$ cat src/rtl/ptp_pkg.sv
// Shared constants and types for the Pico host <-> manchester_baby byte link.
package ptp_pkg;

  localparam int PTP_WORD_BYTES = 4;
  localparam int PTP_TX_BYTES   = 8;

  typedef logic [1:0] rx_lane_t;
  typedef logic [2:0] tx_lane_t;

  typedef enum logic {
    FILL = 1'b0,
    FULL = 1'b1
  } rx_state_e;

endpackage

$ cat src/rtl/ptp_toggle_sync.sv
// Multi-flop synchroniser for one asynchronous host line, plus a registered
// XOR edge detector. level_o is the synchronised level; edge_o pulses for one
// cycle after every transition of that level. SYNC_STAGES must be at least 2.
module ptp_toggle_sync #(
  parameter int SYNC_STAGES = 2
) (
  input  logic clk,
  input  logic rst_n,
  input  logic d_i,
  output logic level_o,
  output logic edge_o
);

  logic [SYNC_STAGES-1:0] sync_q;
  logic                   prev_q;
  logic                   edge_q;

  // Shift the raw line through the chain, then compare against its last value.
  always_ff @(posedge clk or negedge rst_n) begin
    if (!rst_n) begin
      sync_q <= '0;
      prev_q <= 1'b0;
      edge_q <= 1'b0;
    end else begin
      sync_q <= {sync_q[SYNC_STAGES-2:0], d_i};
      prev_q <= sync_q[SYNC_STAGES-1];
      edge_q <= sync_q[SYNC_STAGES-1] ^ prev_q;
    end
  end

  assign level_o = sync_q[SYNC_STAGES-1];
  assign edge_o  = edge_q;

endmodule

$ cat src/rtl/ptp_sync_link.sv
// Byte link between the Pico host pins and the manchester_baby core.
// RX: four host bytes (LSB lane first) are assembled into one 32-bit word that
// is offered to the core with a valid/ready handshake.
// Handshake: word_o is transferred on every rising edge where word_valid_o and
// word_ready_i are both high; word_o is stable while word_valid_o is high, and
// word_valid_o only falls on a transfer or on a host link reset.
// TX: a loaded {data, addr} pair is presented to the host one byte per host
// step. ADDR_W must be less than 32.
module ptp_sync_link
  import ptp_pkg::*;
#(
  parameter int SYNC_STAGES = 2,
  parameter int ADDR_W      = 5
) (
  input  logic              clk,
  input  logic              rst_n,
  input  logic [7:0]        host_byte_i,
  input  logic              host_rx_tgl_i,
  input  logic              host_tx_tgl_i,
  input  logic              host_rst_n_i,
  output logic [31:0]       word_o,
  output logic              word_valid_o,
  input  logic              word_ready_i,
  input  logic              tx_load_i,
  input  logic [ADDR_W-1:0] tx_addr_i,
  input  logic [31:0]       tx_data_i,
  output logic [7:0]        host_byte_o,
  output logic              tx_done_o,
  output logic              overrun_o
);

  logic rx_ev;
  logic tx_ev;
  logic link_rst_n;
  logic rst_edge_unused;

  ptp_toggle_sync #(.SYNC_STAGES(SYNC_STAGES)) u_rx_sync (
    .clk     (clk),
    .rst_n   (rst_n),
    .d_i     (host_rx_tgl_i),
    .level_o (),
    .edge_o  (rx_ev)
  );

  ptp_toggle_sync #(.SYNC_STAGES(SYNC_STAGES)) u_tx_sync (
    .clk     (clk),
    .rst_n   (rst_n),
    .d_i     (host_tx_tgl_i),
    .level_o (),
    .edge_o  (tx_ev)
  );

  // Host reset is a level: only the synchronised level is used.
  ptp_toggle_sync #(.SYNC_STAGES(SYNC_STAGES)) u_hrst_sync (
    .clk     (clk),
    .rst_n   (rst_n),
    .d_i     (host_rst_n_i),
    .level_o (link_rst_n),
    .edge_o  (rst_edge_unused)
  );

  // ---------------------------------------------------------------- RX side
  rx_state_e   rx_state_q;
  rx_lane_t    idx_q;
  logic [31:0] word_q;
  logic        valid_q;
  logic        overrun_q;
  logic        handshake;

  assign handshake = valid_q & word_ready_i;

  // RX assembly FSM: fill lanes, hold the full word until the core takes it.
  always_ff @(posedge clk or negedge rst_n) begin
    if (!rst_n) begin
      rx_state_q <= FILL;
      idx_q      <= '0;
      word_q     <= '0;
      valid_q    <= 1'b0;
      overrun_q  <= 1'b0;
    end else if (!link_rst_n) begin
      // Partial lanes are abandoned; word_q keeps its last contents.
      rx_state_q <= FILL;
      idx_q      <= '0;
      valid_q    <= 1'b0;
      overrun_q  <= 1'b0;
    end else begin
      case (rx_state_q)
        FILL: begin
          if (rx_ev) begin
            word_q[{idx_q, 3'b000} +: 8] <= host_byte_i;
            if (idx_q == rx_lane_t'(PTP_WORD_BYTES - 1)) begin
              idx_q      <= '0;
              valid_q    <= 1'b1;
              rx_state_q <= FULL;
            end else begin
              idx_q <= idx_q + rx_lane_t'(1);
            end
          end
        end
        FULL: begin
          if (handshake) begin
            valid_q    <= 1'b0;
            rx_state_q <= FILL;
            // A byte landing on the transfer cycle starts the next word.
            if (rx_ev) begin
              word_q[7:0] <= host_byte_i;
              idx_q       <= rx_lane_t'(1);
            end
          end else if (rx_ev) begin
            overrun_q <= 1'b1;
          end
        end
        default: rx_state_q <= FILL;
      endcase
    end
  end

  assign word_o       = word_q;
  assign word_valid_o = valid_q;
  assign overrun_o    = overrun_q;

  // ---------------------------------------------------------------- TX side
  logic [63:0] shadow_q, shadow_d;
  tx_lane_t    tidx_q, tidx_d;
  logic [7:0]  byte_q, byte_d;
  logic        done_q, done_d;

  // Next TX state: host reset beats load, load beats a step.
  always_comb begin
    shadow_d = shadow_q;
    tidx_d   = tidx_q;
    done_d   = 1'b0;
    if (!link_rst_n) begin
      tidx_d = '0;
    end else if (tx_load_i) begin
      shadow_d = {tx_data_i, {(32 - ADDR_W){1'b0}}, tx_addr_i};
      tidx_d   = '0;
    end else if (tx_ev) begin
      tidx_d = tidx_q + tx_lane_t'(1);
      done_d = (tidx_q == tx_lane_t'(PTP_TX_BYTES - 1));
    end
    byte_d = shadow_d[{tidx_d, 3'b000} +: 8];
  end

  // TX registers; the outgoing byte is registered from the next-state index.
  always_ff @(posedge clk or negedge rst_n) begin
    if (!rst_n) begin
      shadow_q <= '0;
      tidx_q   <= '0;
      byte_q   <= '0;
      done_q   <= 1'b0;
    end else begin
      shadow_q <= shadow_d;
      tidx_q   <= tidx_d;
      byte_q   <= byte_d;
      done_q   <= done_d;
    end
  end

  assign host_byte_o = byte_q;
  assign tx_done_o   = done_q;

endmodule

$ cat config.mk
export PLATFORM = sky130hd
export DESIGN_NAME = ptp_sync_link
export DESIGN_NICKNAME = d
export VERILOG_FILES = /design/src/rtl/ptp_pkg.sv /design/src/rtl/ptp_toggle_sync.sv /design/src/rtl/ptp_sync_link.sv
export SDC_FILE = /design/constraint.sdc
export NUM_CORES = 1
export LEC_CHECK = 0
export BUFFER_PORTS_ARGS = -buffer_cell sky130_fd_sc_hd__buf_4
export CAP_MARGIN = 15
export CORE_AREA = 4 4 99 101
export DETAILED_ROUTE_END_ITERATION = 12
export DIE_AREA = 0 0 103 105
export GPL_TIMING_DRIVEN = 0
export PLACE_DENSITY = 0.83
export RECOVER_POWER = 50
export SLEW_MARGIN = 20
export SYNTH_ARGS = -nofsm -noshare
export SYNTH_HDL_FRONTEND = slang
export SYNTH_HIERARCHICAL = 1
export SYNTH_SLANG_ARGS = --single-unit
$ cat constraint.sdc
create_clock -name clk -period 6.8 [get_ports clk]
set_clock_uncertainty 0.2 [all_clocks]
set_input_delay 0.68 -clock clk [delete_from_list [all_inputs] [get_ports clk]]
set_output_delay 0.68 -clock clk [all_outputs]
set_load 0.1 [all_outputs]
**After elaboration in Yosys (flattened, before gate mapping)**

Index checks and enable logic that the tools add are counted.
W data, S select, Z words.

- Eq/ne operators: 12
- $mul: 0
- Mux-type cells: 33
- Add/subtract/negate cells: 3
- Shift operators: 3
- $lt $le $gt $ge: 0
- Div/mod/pow operators: 0
- Bitwise operators: 4
- Reductions and logical operators: 5

Operators by type and width:

| cell | count |
|---|---|
| $mux W64 | 2 |
| $shiftx A64 B7 Y8 | 1 |
| $bwmux W32 | 1 |
| $shift A8 B7 Y32 const A | 1 |
| $shiftx A8 B7 Y32 | 1 |
| $mux W8 | 3 |
| $pmux W8 S2 | 1 |
| $mux W1 | 15 |
| $ne A3 B3 Y1 const B | 4 |
| $reduce_and A3 Y1 | 4 |
| $mux W2 | 5 |
| $mux W3 | 3 |
| $neg A5 Y7 | 1 |
| $ne A2 B1 Y1 const B | 3 |
| $ne A2 B2 Y1 const B | 3 |
| $pmux W1 S2 | 2 |
| $pmux W2 S2 | 1 |
| $reduce_and A4 Y1 | 1 |
| $add A3 B1 Y3 const B | 1 |
| $eq A3 B3 Y1 const B | 1 |
| $add A2 B1 Y2 const B | 1 |
| $eq A2 B2 Y1 const B | 1 |
| $xor A1 B1 Y1 | 2 |
| $and A1 B1 Y1 | 1 |
| $not A1 Y1 | 1 |

- Register bits after elaboration: 123
- Bits in latches: 0
- Bits in writable memories: 0
- Output and inout port bits: 43
- Memories kept: 0
- Input bits: 52
- Bits in read-only memories: 0

**Depth between registers and ports, before layout**

- Depth after elaboration: 5
- Depth in mapped cells: 9
- Depth with buffers taken out: 8

**By module**

The synthesis kept the hierarchy.

Modules (own cells, without submodules):

| module | times used | cells each | area each (um^2) |
|---|---|---|---|
| ptp_sync_link | 1 | 409 | 4,892.2 |
| ptp_toggle_sync | 3 | 5 | 108.9 |

**Least setup slack after synthesis**

No wires, ideal clock.

- Path type: input port to flip-flop
- From: in tx_load_i
- To: reg byte_q[0] (netlist: host_byte_o[0])
- Setup time: 0.125 ns
- Arrival: 1.857 ns
- Setup slack: 4.618 ns
- Stages on the path: 7
- Path through: buf_4 > and2b_4 > nand2_4 > inv_4 > mux2_1 > o211ai_1 > o21ai_2

- Longest elaborated chain between the ends: 3
- Elaborated cells on any way between the ends: 5
- Those cells by class: 1 x shift; 4 x mux

RTL lines:

| what | line | text |
|---|---|---|
| from (decl) | ptp_sync_link.sv:24 | `input logic tx_load_i,` |
| $mux W3 | ptp_sync_link.sv:135 | `end else if (tx_load_i) begin` |
| $mux W3 | ptp_sync_link.sv:133 | `if (!link_rst_n) begin` |
| via tidx_d[0] | ptp_sync_link.sv:124 | `tx_lane_t tidx_q, tidx_d;` |
| $shiftx A64 B7 Y8 | ptp_sync_link.sv:142 | `byte_d = shadow_d[{tidx_d, 3'b000} +: 8];` |
| via byte_d[0] | ptp_sync_link.sv:125 | `logic [7:0] byte_q, byte_d;` |
| to (signal assigned) | ptp_sync_link.sv:155 | `byte_q <= byte_d;` |
| to (decl) | ptp_sync_link.sv:125 |  |

The timed path passes the listed nets, and every way through them passes these cells.
A chain may end at the register's enable or synchronous reset.

==> summary.txt <==
Synthesis
  • Synth warn: 6
  • Net count after synthesis: 480
  • Post-Syn Area: 5160 um2
  • Mapped Cells: 421
  • Syn avg cell area: 12.26 um2

Floorplanning
  • Full die area: 10820 um2
  • I/O pin cnt: 95
  • Die width: 103 um
  • Core ar.: 9021 um2
  • # rows: 35
  • Initial Utilization: 57.20%
  • Die Y: 105 um

Power and ir drop
  • Leakage power: 3.198 nW
  • Peak supply drop: 213.6 uV
  • P per Cell Area: 365.6 nW/um2

Place
  • Final HPWL DP: 8459 um
  • RePlAce Congestion: 0.8148
  • Pre-CTS setup slack: 4274 ps
  • # port buffers: 94
  • Placed cell area: 6036 um2

Finish
  • Layout cell share with drive strength beyond 1: 29.33%
  • Antenna diode count: 0
  • Most common cell after layout, fill and taps aside: dfrtp_1
  • Area grow syn2layout: 27.86%
  • Post-Layout Inst Area: 6598 um2
  • Nets: 595
  • Most frequent cells in the layout: dfrtp_1, buf_4, nand2_1

Global routing
  • First-pass GRT wire length: 20280 um
  • Vias in the first global route: 3961
  • Total Routing Usage GR: 24.62%
  • Largest net degree at the start of global routing: 70
  • GRT overflow: 0
  • Initial antenna violation count: 0

Critical path
  • Crit path capture type: async pin
  • CP required: 6570 ps
  • Slowest stage delay, CP: 2080 ps
  • Critical setup path kind: in -> async
  • Top delay family on crit path: buffers and inverters
  • CP Launch Type: primary input
  • Data arrival time of the worst path: 3310 ps
  • Critical path peak fanout: 55
  • Critical-path top delay cell: clkbuf_1
  • Critical Path, Cell by Cell: dlygate4sd3_1 -> clkbuf_1
  • CP bufs+invs: 2

Timing
  • Worst rel slew slack: -96.29%
  • TNS Setup: 0 ps
  • Slew Viols, Final: 55
  • Slew @ Worst Pin: 2944 ps
  • Hold Vio Cnt, Final: 0
  • Final setup vio count: 0
  • PnR worst setup slack: 3264 ps
  • RSZ-0062 raised after global routing: no
  • Final period utilization: 52.00%
  • FMAX: 282.8 MHz
  • Tmin final: 3536 ps

Route
  • Number of vias per cell: 5.805
  • DRT Pass-1 Iters: 5
  • Iteration-0 DRC count of the detailed router: 186
  • Routed via count: 3831
  • WL final: 12600 um
  • Post-DR wirelength/cell: 19.08 um
  • DRC: 0
  • ANT nets after route: 0

CTS
  • Postcts setup bufs: 0
  • CTS Buf Count: 17
  • Root Driver: clkbuf_8
  • Sinks on Clock Net: 123
  • Clk pin slew, worst setup/hold paths: 60 ps
  • CTS tree: done
  • Htree depth: 4
  • Worst-case clock buffer depth: 2
  • Clock Latency Late Sink: 510 ps

Run status
  • Failing checks: capacitance limit, slew limit
  • Status: complete, but fails checks

Flow run
  • Number of max-cap violations: 1

Hold path
  • Hold WC Path Type: in -> reg
power by group:
part | switching [mW] | total (mW) | internal (mW)
registers | 0.0536 | 0.874 | 0.820
logic | 0.514 | 0.673 | 0.159
clock network | 0.330 | 0.865 | 0.535
flip-flops by register name (all words and copies together), names as in the netlist:
name	count
u_rx_sync/edge_o	1
overrun_o	1
word_o	32
tx_done_o	1
idx_q	2
host_byte_o	8
shadow_q	64
u_rx_sync/prev_q	1
rx_state_q	1
u_rx_sync/sync_q	2
u_tx_sync/prev_q	1
u_hrst_sync/sync_q	2
u_tx_sync/edge_o	1
tidx_q	3
word_valid_o	1
u_tx_sync/sync_q	2
worst paths after layout:
path,startpoint,to,slack (ps),cells after the start
max,rst_n,shadow_q[43],3260,2
min,host_rst_n_i,u_hrst_sync/sync_q[0],100,1
min reg2reg,u_rx_sync/sync_q[0],u_rx_sync/sync_q[1],150,0
max in group clk,idx_q[0],word_o[20],4170,5
max reg2reg,idx_q[0],word_o[20],4170,5
min in group asynchronous,rst_n,u_hrst_sync/sync_q[0],1480,2
metal layers:
metal | global-route usage, % | part of all wire (%) | up-vias
met5 | 0 | 0 | -
met4 | 10.27 | 3.1 | 0
met3 | 5.941 | 7.6 | 32
met2 | 38.63 | 48 | 181
met1 | 32.54 | 41 | 1897
li1 | - | - | 1721
final cells by class:
class	count	area [um2]
Sequential cell	123	3078
Fill cell	578	2424
Multi-Input combinational cell	270	1904
Timing Repair Buffer	96	739.5
Clock buffer	20	435.4
Clock inverter	12	140.1
Tap cell	111	138.9
Buffer	19	122.6
Inverter	9	38.79
per-stage QoR:
stage | instances | utilization (%) | hold slack (ps) | total power [mW]
2_1_floorplan | 421 | - | 131.2 | 1.373
3_3_place_gp | 626 | 66.56 | 137.2 | 1.537
3_5_place_dp | 627 | 66.91 | 138.7 | 1.554
4_1_cts | 660 | 73.40 | 62.15 | 2.422
5_1_grt | 660 | 73.13 | 84.16 | 2.493
6_report | 660 | 73.13 | 98.63 | 2.412
timing repair:
action / in CTS / in global routing
endpoints found under the hold margin: 54 / 0
hold buffers: 1 / 0
gates resized for setup: 0 / 0
Note: power is estimated with default switching activity, not from simulation.
